[src/rtl/muldiv_unit.sv]
// ---------------------------------------------------------------------------
// muldiv_unit
//
// Iterative multiply/divide unit that produces the HI/LO results for the
// multicycle MIPS datapath. One shared shift engine handles all four
// operations, retiring one bit per cycle through a start/busy/done handshake.
//
// Parameters:
//   WIDTH   operand/result width in bits (>= 4)
//
// Ports:
//   Clk      in   system clock, rising edge
//   Reset    in   synchronous active-high reset
//   Start    in   request an operation (sampled only while idle)
//   Op       in   00 MULT, 01 MULTU, 10 DIV, 11 DIVU
//   A        in   multiplicand / dividend (rs)
//   B        in   multiplier / divisor (rt)
//   Busy     out  high whenever the unit is not idle
//   Done     out  one-cycle completion pulse
//   DivZero  out  last accepted operation was a divide by zero
//   Hi       out  product upper half, or remainder
//   Lo       out  product lower half, or quotient
// ---------------------------------------------------------------------------
module muldiv_unit #(
  parameter int WIDTH = 32
) (
  input  logic             Clk,
  input  logic             Reset,
  input  logic             Start,
  input  logic [1:0]       Op,
  input  logic [WIDTH-1:0] A,
  input  logic [WIDTH-1:0] B,
  output logic             Busy,
  output logic             Done,
  output logic             DivZero,
  output logic [WIDTH-1:0] Hi,
  output logic [WIDTH-1:0] Lo
);

  localparam int CW = $clog2(WIDTH + 1);

  localparam logic [1:0] S_IDLE = 2'd0;
  localparam logic [1:0] S_CALC = 2'd1;
  localparam logic [1:0] S_FIX  = 2'd2;
  localparam logic [1:0] S_DONE = 2'd3;

  // Conditional two's-complement negation, used both for taking operand
  // magnitudes and for restoring result signs.
  function automatic logic [WIDTH-1:0] cond_neg(input logic [WIDTH-1:0] x,
                                                input logic             n);
    cond_neg = n ? (~x + 1'b1) : x;
  endfunction

  function automatic logic [2*WIDTH-1:0] cond_neg_2w(input logic [2*WIDTH-1:0] x,
                                                     input logic               n);
    cond_neg_2w = n ? (~x + 1'b1) : x;
  endfunction

  // Control and result registers (reset)
  logic [1:0]       state_q, state_d;
  logic [CW-1:0]    cnt_q,   cnt_d;
  logic             busy_q,  busy_d;
  logic             done_q,  done_d;
  logic             dz_q,    dz_d;
  logic [WIDTH-1:0] hi_q,    hi_d;
  logic [WIDTH-1:0] lo_q,    lo_d;

  // Datapath registers (no reset; always loaded on accept before use)
  logic               div_q,   div_d;
  logic               negp_q,  negp_d;   // product / quotient sign
  logic               negr_q,  negr_d;   // remainder sign
  logic [WIDTH-1:0]   mcand_q, mcand_d;  // multiplicand or divisor magnitude
  logic [2*WIDTH-1:0] acc_q,   acc_d;    // product, or dividend/quotient in low half
  logic [WIDTH:0]     rem_q,   rem_d;    // partial remainder

  logic             a_neg, b_neg;
  logic [WIDTH-1:0] a_mag, b_mag;

  // Shift-add step: add the multiplicand into the upper half when the
  // multiplier LSB is set, then shift the whole accumulator right, keeping
  // the carry as the new MSB.
  logic [WIDTH:0] mul_sum;
  assign mul_sum = {1'b0, acc_q[2*WIDTH-1:WIDTH]} +
                   (acc_q[0] ? {1'b0, mcand_q} : {(WIDTH+1){1'b0}});

  // Restoring divide step: shift the next dividend bit into the remainder
  // and trial-subtract the divisor; a clear sign bit means the subtraction
  // fits and the quotient bit is 1.
  logic [WIDTH+1:0] div_shift;
  logic [WIDTH+1:0] div_diff;
  assign div_shift = {rem_q, acc_q[WIDTH-1]};
  assign div_diff  = div_shift - {2'b00, mcand_q};

  assign a_neg = ~Op[0] & A[WIDTH-1];
  assign b_neg = ~Op[0] & B[WIDTH-1];
  assign a_mag = cond_neg(A, a_neg);
  assign b_mag = cond_neg(B, b_neg);

  always_comb begin
    state_d = state_q;
    cnt_d   = cnt_q;
    busy_d  = busy_q;
    done_d  = done_q;
    dz_d    = dz_q;
    hi_d    = hi_q;
    lo_d    = lo_q;
    div_d   = div_q;
    negp_d  = negp_q;
    negr_d  = negr_q;
    mcand_d = mcand_q;
    acc_d   = acc_q;
    rem_d   = rem_q;

    unique case (state_q)
      S_IDLE: begin
        if (Start) begin
          busy_d = 1'b1;
          dz_d   = 1'b0;
          div_d  = Op[1];
          if (Op[1] && (B == '0)) begin
            // Divide by zero finishes immediately and leaves Hi/Lo alone.
            state_d = S_DONE;
            done_d  = 1'b1;
            dz_d    = 1'b1;
          end else begin
            state_d = S_CALC;
            cnt_d   = '0;
            negp_d  = a_neg ^ b_neg;
            negr_d  = a_neg;
            rem_d   = '0;
            if (Op[1]) begin
              mcand_d = b_mag;
              acc_d   = {{WIDTH{1'b0}}, a_mag};
            end else begin
              mcand_d = a_mag;
              acc_d   = {{WIDTH{1'b0}}, b_mag};
            end
          end
        end
      end

      S_CALC: begin
        cnt_d = cnt_q + 1'b1;
        if (div_q) begin
          acc_d[WIDTH-1:0] = {acc_q[WIDTH-2:0], ~div_diff[WIDTH+1]};
          rem_d = div_diff[WIDTH+1] ? div_shift[WIDTH:0] : div_diff[WIDTH:0];
        end else begin
          acc_d = {mul_sum, acc_q[WIDTH-1:1]};
        end
        if (cnt_q == CW'(WIDTH - 1)) begin
          state_d = S_FIX;
        end
      end

      S_FIX: begin
        if (div_q) begin
          lo_d = cond_neg(acc_q[WIDTH-1:0], negp_q);
          hi_d = cond_neg(rem_q[WIDTH-1:0], negr_q);
        end else begin
          {hi_d, lo_d} = cond_neg_2w(acc_q, negp_q);
        end
        state_d = S_DONE;
        done_d  = 1'b1;
      end

      default: begin  // S_DONE
        state_d = S_IDLE;
        done_d  = 1'b0;
        busy_d  = 1'b0;
      end
    endcase
  end

  always_ff @(posedge Clk) begin
    if (Reset) begin
      state_q <= S_IDLE;
      cnt_q   <= '0;
      busy_q  <= 1'b0;
      done_q  <= 1'b0;
      dz_q    <= 1'b0;
      hi_q    <= '0;
      lo_q    <= '0;
    end else begin
      state_q <= state_d;
      cnt_q   <= cnt_d;
      busy_q  <= busy_d;
      done_q  <= done_d;
      dz_q    <= dz_d;
      hi_q    <= hi_d;
      lo_q    <= lo_d;
    end
  end

  always_ff @(posedge Clk) begin
    div_q   <= div_d;
    negp_q  <= negp_d;
    negr_q  <= negr_d;
    mcand_q <= mcand_d;
    acc_q   <= acc_d;
    rem_q   <= rem_d;
  end

  assign Busy    = busy_q;
  assign Done    = done_q;
  assign DivZero = dz_q;
  assign Hi      = hi_q;
  assign Lo      = lo_q;

endmodule

[config.mk]
export PLATFORM = sky130hd
export DESIGN_NAME = muldiv_unit
export DESIGN_NICKNAME = d
export VERILOG_FILES = /design/src/rtl/muldiv_unit.sv
export SDC_FILE = /design/constraint.sdc
export NUM_CORES = 1
export LEC_CHECK = 0
export CAP_MARGIN = 20
export CORE_MARGIN = 3
export CORE_UTILIZATION = 40
export DETAILED_ROUTE_END_ITERATION = 12
export PLACE_DENSITY = 0.66
export SLEW_MARGIN = 25
export SYNTH_ARGS = -nofsm -noshare
export SYNTH_HDL_FRONTEND = slang
export SYNTH_SLANG_ARGS = --single-unit
[constraint.sdc]
create_clock -name Clk -period 10.9 [get_ports Clk]
set_input_delay 2.18 -clock Clk [delete_from_list [all_inputs] [get_ports Clk]]
set_output_delay 2.18 -clock Clk [all_outputs]
set_load 0.02 [all_outputs]
==> reports/results.txt <==
status: complete, no violations
Max Freq: 0.170 GHz
Die Span Y: 206 um
vias in the first global route: 14,100
Post-DRT Antenna Nets: 0
DR vias: 14,700
Sw Share: 0.473
Root Buffer: clkbuf_16
total chip power: 5.91 mW
FP Rows: 72
Slowest-stage cell, CP: nor4_2
end of the worst register-to-register path: acc_q[60]$_SDFFCE_PN0P_
worst hold path type: reg -> reg
final std cells w/o fill: 2,490
largest net degree at the start of global routing: 79
post-DP HPWL: 40,900 um
DR WL/cell: 21.5 um
Post-synth EDFFs: 132
Skew-Pair Late Insertion Delay: 0.54 ns
slowest stage delay, CP: 0.77 ns
share of total power in the clock network: 0.151
Worst Hold End: Hi[6]$_SDFFE_PP0P_
RSZ-0062 raised after global routing: no
WS Path Type: in -> reg
asr flop ratio synth: 0
CP startpoint kind: input pin
crit path max fanout: 37
worst r2r path cells: 12
max_cap viols: 0
clk sinks: 207
Via-to-Cell Ratio: 5.89
Synth Cell Area: 0.0160 mm^2
Setup Buffers After CTS: 0
Final Core Density: 0.478
net switching power: 2.80 mW
hold path cells: 2
internal power: 3.11 mW
CTS tree: built
Yosys warning count: 0
HP Start: Hi[6]$_SDFFE_PP0P_
static leakage: 7.11 nW
area growth from synthesis to layout: 16.8%
Slew headroom: 0.334
Clock Skew: 0.0176 ns
first-pass GRT wire length: 81,500 um
die width: 206 um
VDD IR max: 0.131 mV
grt total ovfl: 0
power share of the combinational group: 0.564
period utilization: 0.539
FF+latch area: 0.00547 mm^2
Req. time, crit path: 11.32 ns
number of diodes: 0
Seq cells post-synth: 207
Mapped Nets: 2,015
layout cells sized above 1: 0.0568
Multi-input gate area: 0.00987 mm^2
Iter 0 DRT Violations: 1,361
CP cell instances: clkdlybuf4s50_1 > or4_1 > nor3b_1 > nand4_1 > nor4_2 > nor2_4 > a21oi_2 > inv_2 > nand4_1 > xor2_1 > nor2_1
Tmin final: 5.88 ns
PD cells: 317 mW/mm^2
Final setup viols: 0
Total GRT Usage: 0.246
initial antenna violation count: 0
CP arrival: 6.30 ns
Synth top area share: 0.248
synth unique cells: 81
CTS clock-pin slew for the worst setup and hold paths: 0.07 ns
Fillers: 3,734
cts hold-fix bufs: 0
die area: 0.0423 mm^2
crit-path most repeated cell: nand4_1
sequential share of power: 0.285
Final Wtd Congestion: 0.905
detailed-route DRC error count: 0
Layout Nets: 2,098
r2r startpoint: acc_q[0]$_DFFE_PP_
Avg Inst Size Synth: 8.53 um^2
Cells after Synth: 1,871
CORE AREA: 0.0390 mm^2
max-slew violations: 0
biggest area consumer among synthesized cells: edfxtp_1
dpl cells: 2,446
CTS Buf Count: 24
H-tree levels: 1
post-synthesis sequential area ratio: 0.342
crit end category: register
Clock Tree Buf Depth: 3
drt first pass iters: 6
total routed wirelength: 53,500 um
final hold vios: 0
post-CTS sizing: 0
TNS Setup: 0 ns
worst slew pin tran: 0.997 ns
ranking of synthesized cells by area: edfxtp_1 (25%), dfxtp_1 (9.4%), xor2_1 (6.0%)
worst reg2reg setup slack: 6.59 ns
port buffer count: 135
Ports: 136
initial core utilization: 0.409
Post-synth top flop: edfxtp_1
-- cell type report --
type,count,area share
clock inverter,14,0.00718
sequential,207,0.293
multi-input combinational,1488,0.529
timing repair buffer,153,0.0802
clock buffer,30,0.0397
inverter,80,0.0161
tap,518,0.0348
-- critical path: cells and delay by family --
family | cells | cell delay, ns
XOR/XNOR | 1 | 0.17
buffers and inverters | 2 | 0.89
AND/OR/NAND/NOR | 7 | 2.65
AO/OA/AOI/OAI | 1 | 0.40
-- layer usage --
metal  up-vias  wire length [um]  global-route usage
met5         -                 0                   0
met3       112              3550              0.0304
li1       7046                 -                   -
met4         0              2270              0.0940
met1      6996             22700               0.325
met2       523             25000               0.413
-- power by group through the flow --
stage	clock network, mW	registers [mW]	logic, mW
after floorplan	0	1.62	2.30
after global placement	0	1.68	3.24
after detailed placement	0	1.69	3.29
after CTS	0.900	1.67	3.31
after global routing	0.932	1.72	3.67
final	0.893	1.68	3.33
-- cell usage after synthesis (all sizes together) (6+ instances only) --
cell type    n
nor2       193
o21bai       7
a21oi      158
nor3b       10
o211ai      13
o21a        14
and3        12
a221oi       8
a22o        10
a21boi       6
o21ai      134
nand4       21
edfxtp     132
clkbuf      80
buf         16
nor2b       14
ha          73
or2          7
o221ai      11
nand2      148
mux2i       67
xor2       109
a21o        31
or3         24
o41ai       17
nor4        16
nand3       49
and2        10
a211oi      33
or4         21
inv         79
xnor2       83
a31oi       15
dfxtp       75
o31ai       40
o22ai       11
nand2b      26
nor3        40
-- layout by cell type, fill, tap and decap left out, types with 26 or more instances in the layout --
cell type,n
dfxtp_1,75
edfxtp_1,132
nand2b_1,26
o21ai_0,129
mux2i_1,67
ha_1,71
a21o_1,31
a211oi_1,32
nand2_1,148
clkdlybuf4s50_1,133
a21oi_1,155
nor3_1,39
clkbuf_16,29
nand3_1,49
xor2_1,109
o31ai_1,38
xnor2_1,83
nor2_1,191
inv_1,76
-- kinds of logic (layout without fill, tap and decap cells) --
logic type	count (synthesis)	count (layout)	synth area share
compound gates	538	538	0.214
xor+xnor	192	192	0.105
fa+ha+maj	75	75	0.0597
buf+inv	176	277	0.0416
flops	207	207	0.342
mux	71	71	0.0448
simple gates	612	612	0.192
-- worst max-delay path by stage --
| stage | endpoint | from | slack, ns | cells past startpoint |
|---|---|---|---|---|
| after global placement | cnt_q[4]$_SDFFE_PP0P_ | B[7] | 4.63 | 11 |
| after global routing | cnt_q[4]$_SDFFE_PP0P_ | B[7] | 4.87 | 11 |
| after floorplan | rem_q[0]$_SDFFCE_PN0P_ | B[0] | 4.14 | 9 |
| final | cnt_q[3]$_SDFFE_PP0P_ | B[7] | 5.02 | 11 |
| after detailed placement | cnt_q[3]$_SDFFE_PP0P_ | B[7] | 4.54 | 11 |
| after CTS | cnt_q[3]$_SDFFE_PP0P_ | B[7] | 5.08 | 11 |
-- registers in the layout, summed over array words and instances (netlist names) --
name	count
Lo	32
Done	1
acc_q	64
DivZero	1
cnt_q	6
div_q	1
state_q	2
mcand_q	32
Hi	32
negr_q	1
Busy	1
negp_q	1
rem_q	33
-- metrics by stage --
stage          hold slack, ns  setup slack, ns  cell area, um^2
3_5_place_dp            0.448             4.54            17800
6_report                0.459             5.02            18600
4_1_cts                 0.461             5.08            18600
3_3_place_gp            0.440             4.63            17700
5_1_grt                 0.490             4.87            18600
2_1_floorplan           0.458             4.14            16000
(Power assumes the default switching activity.)
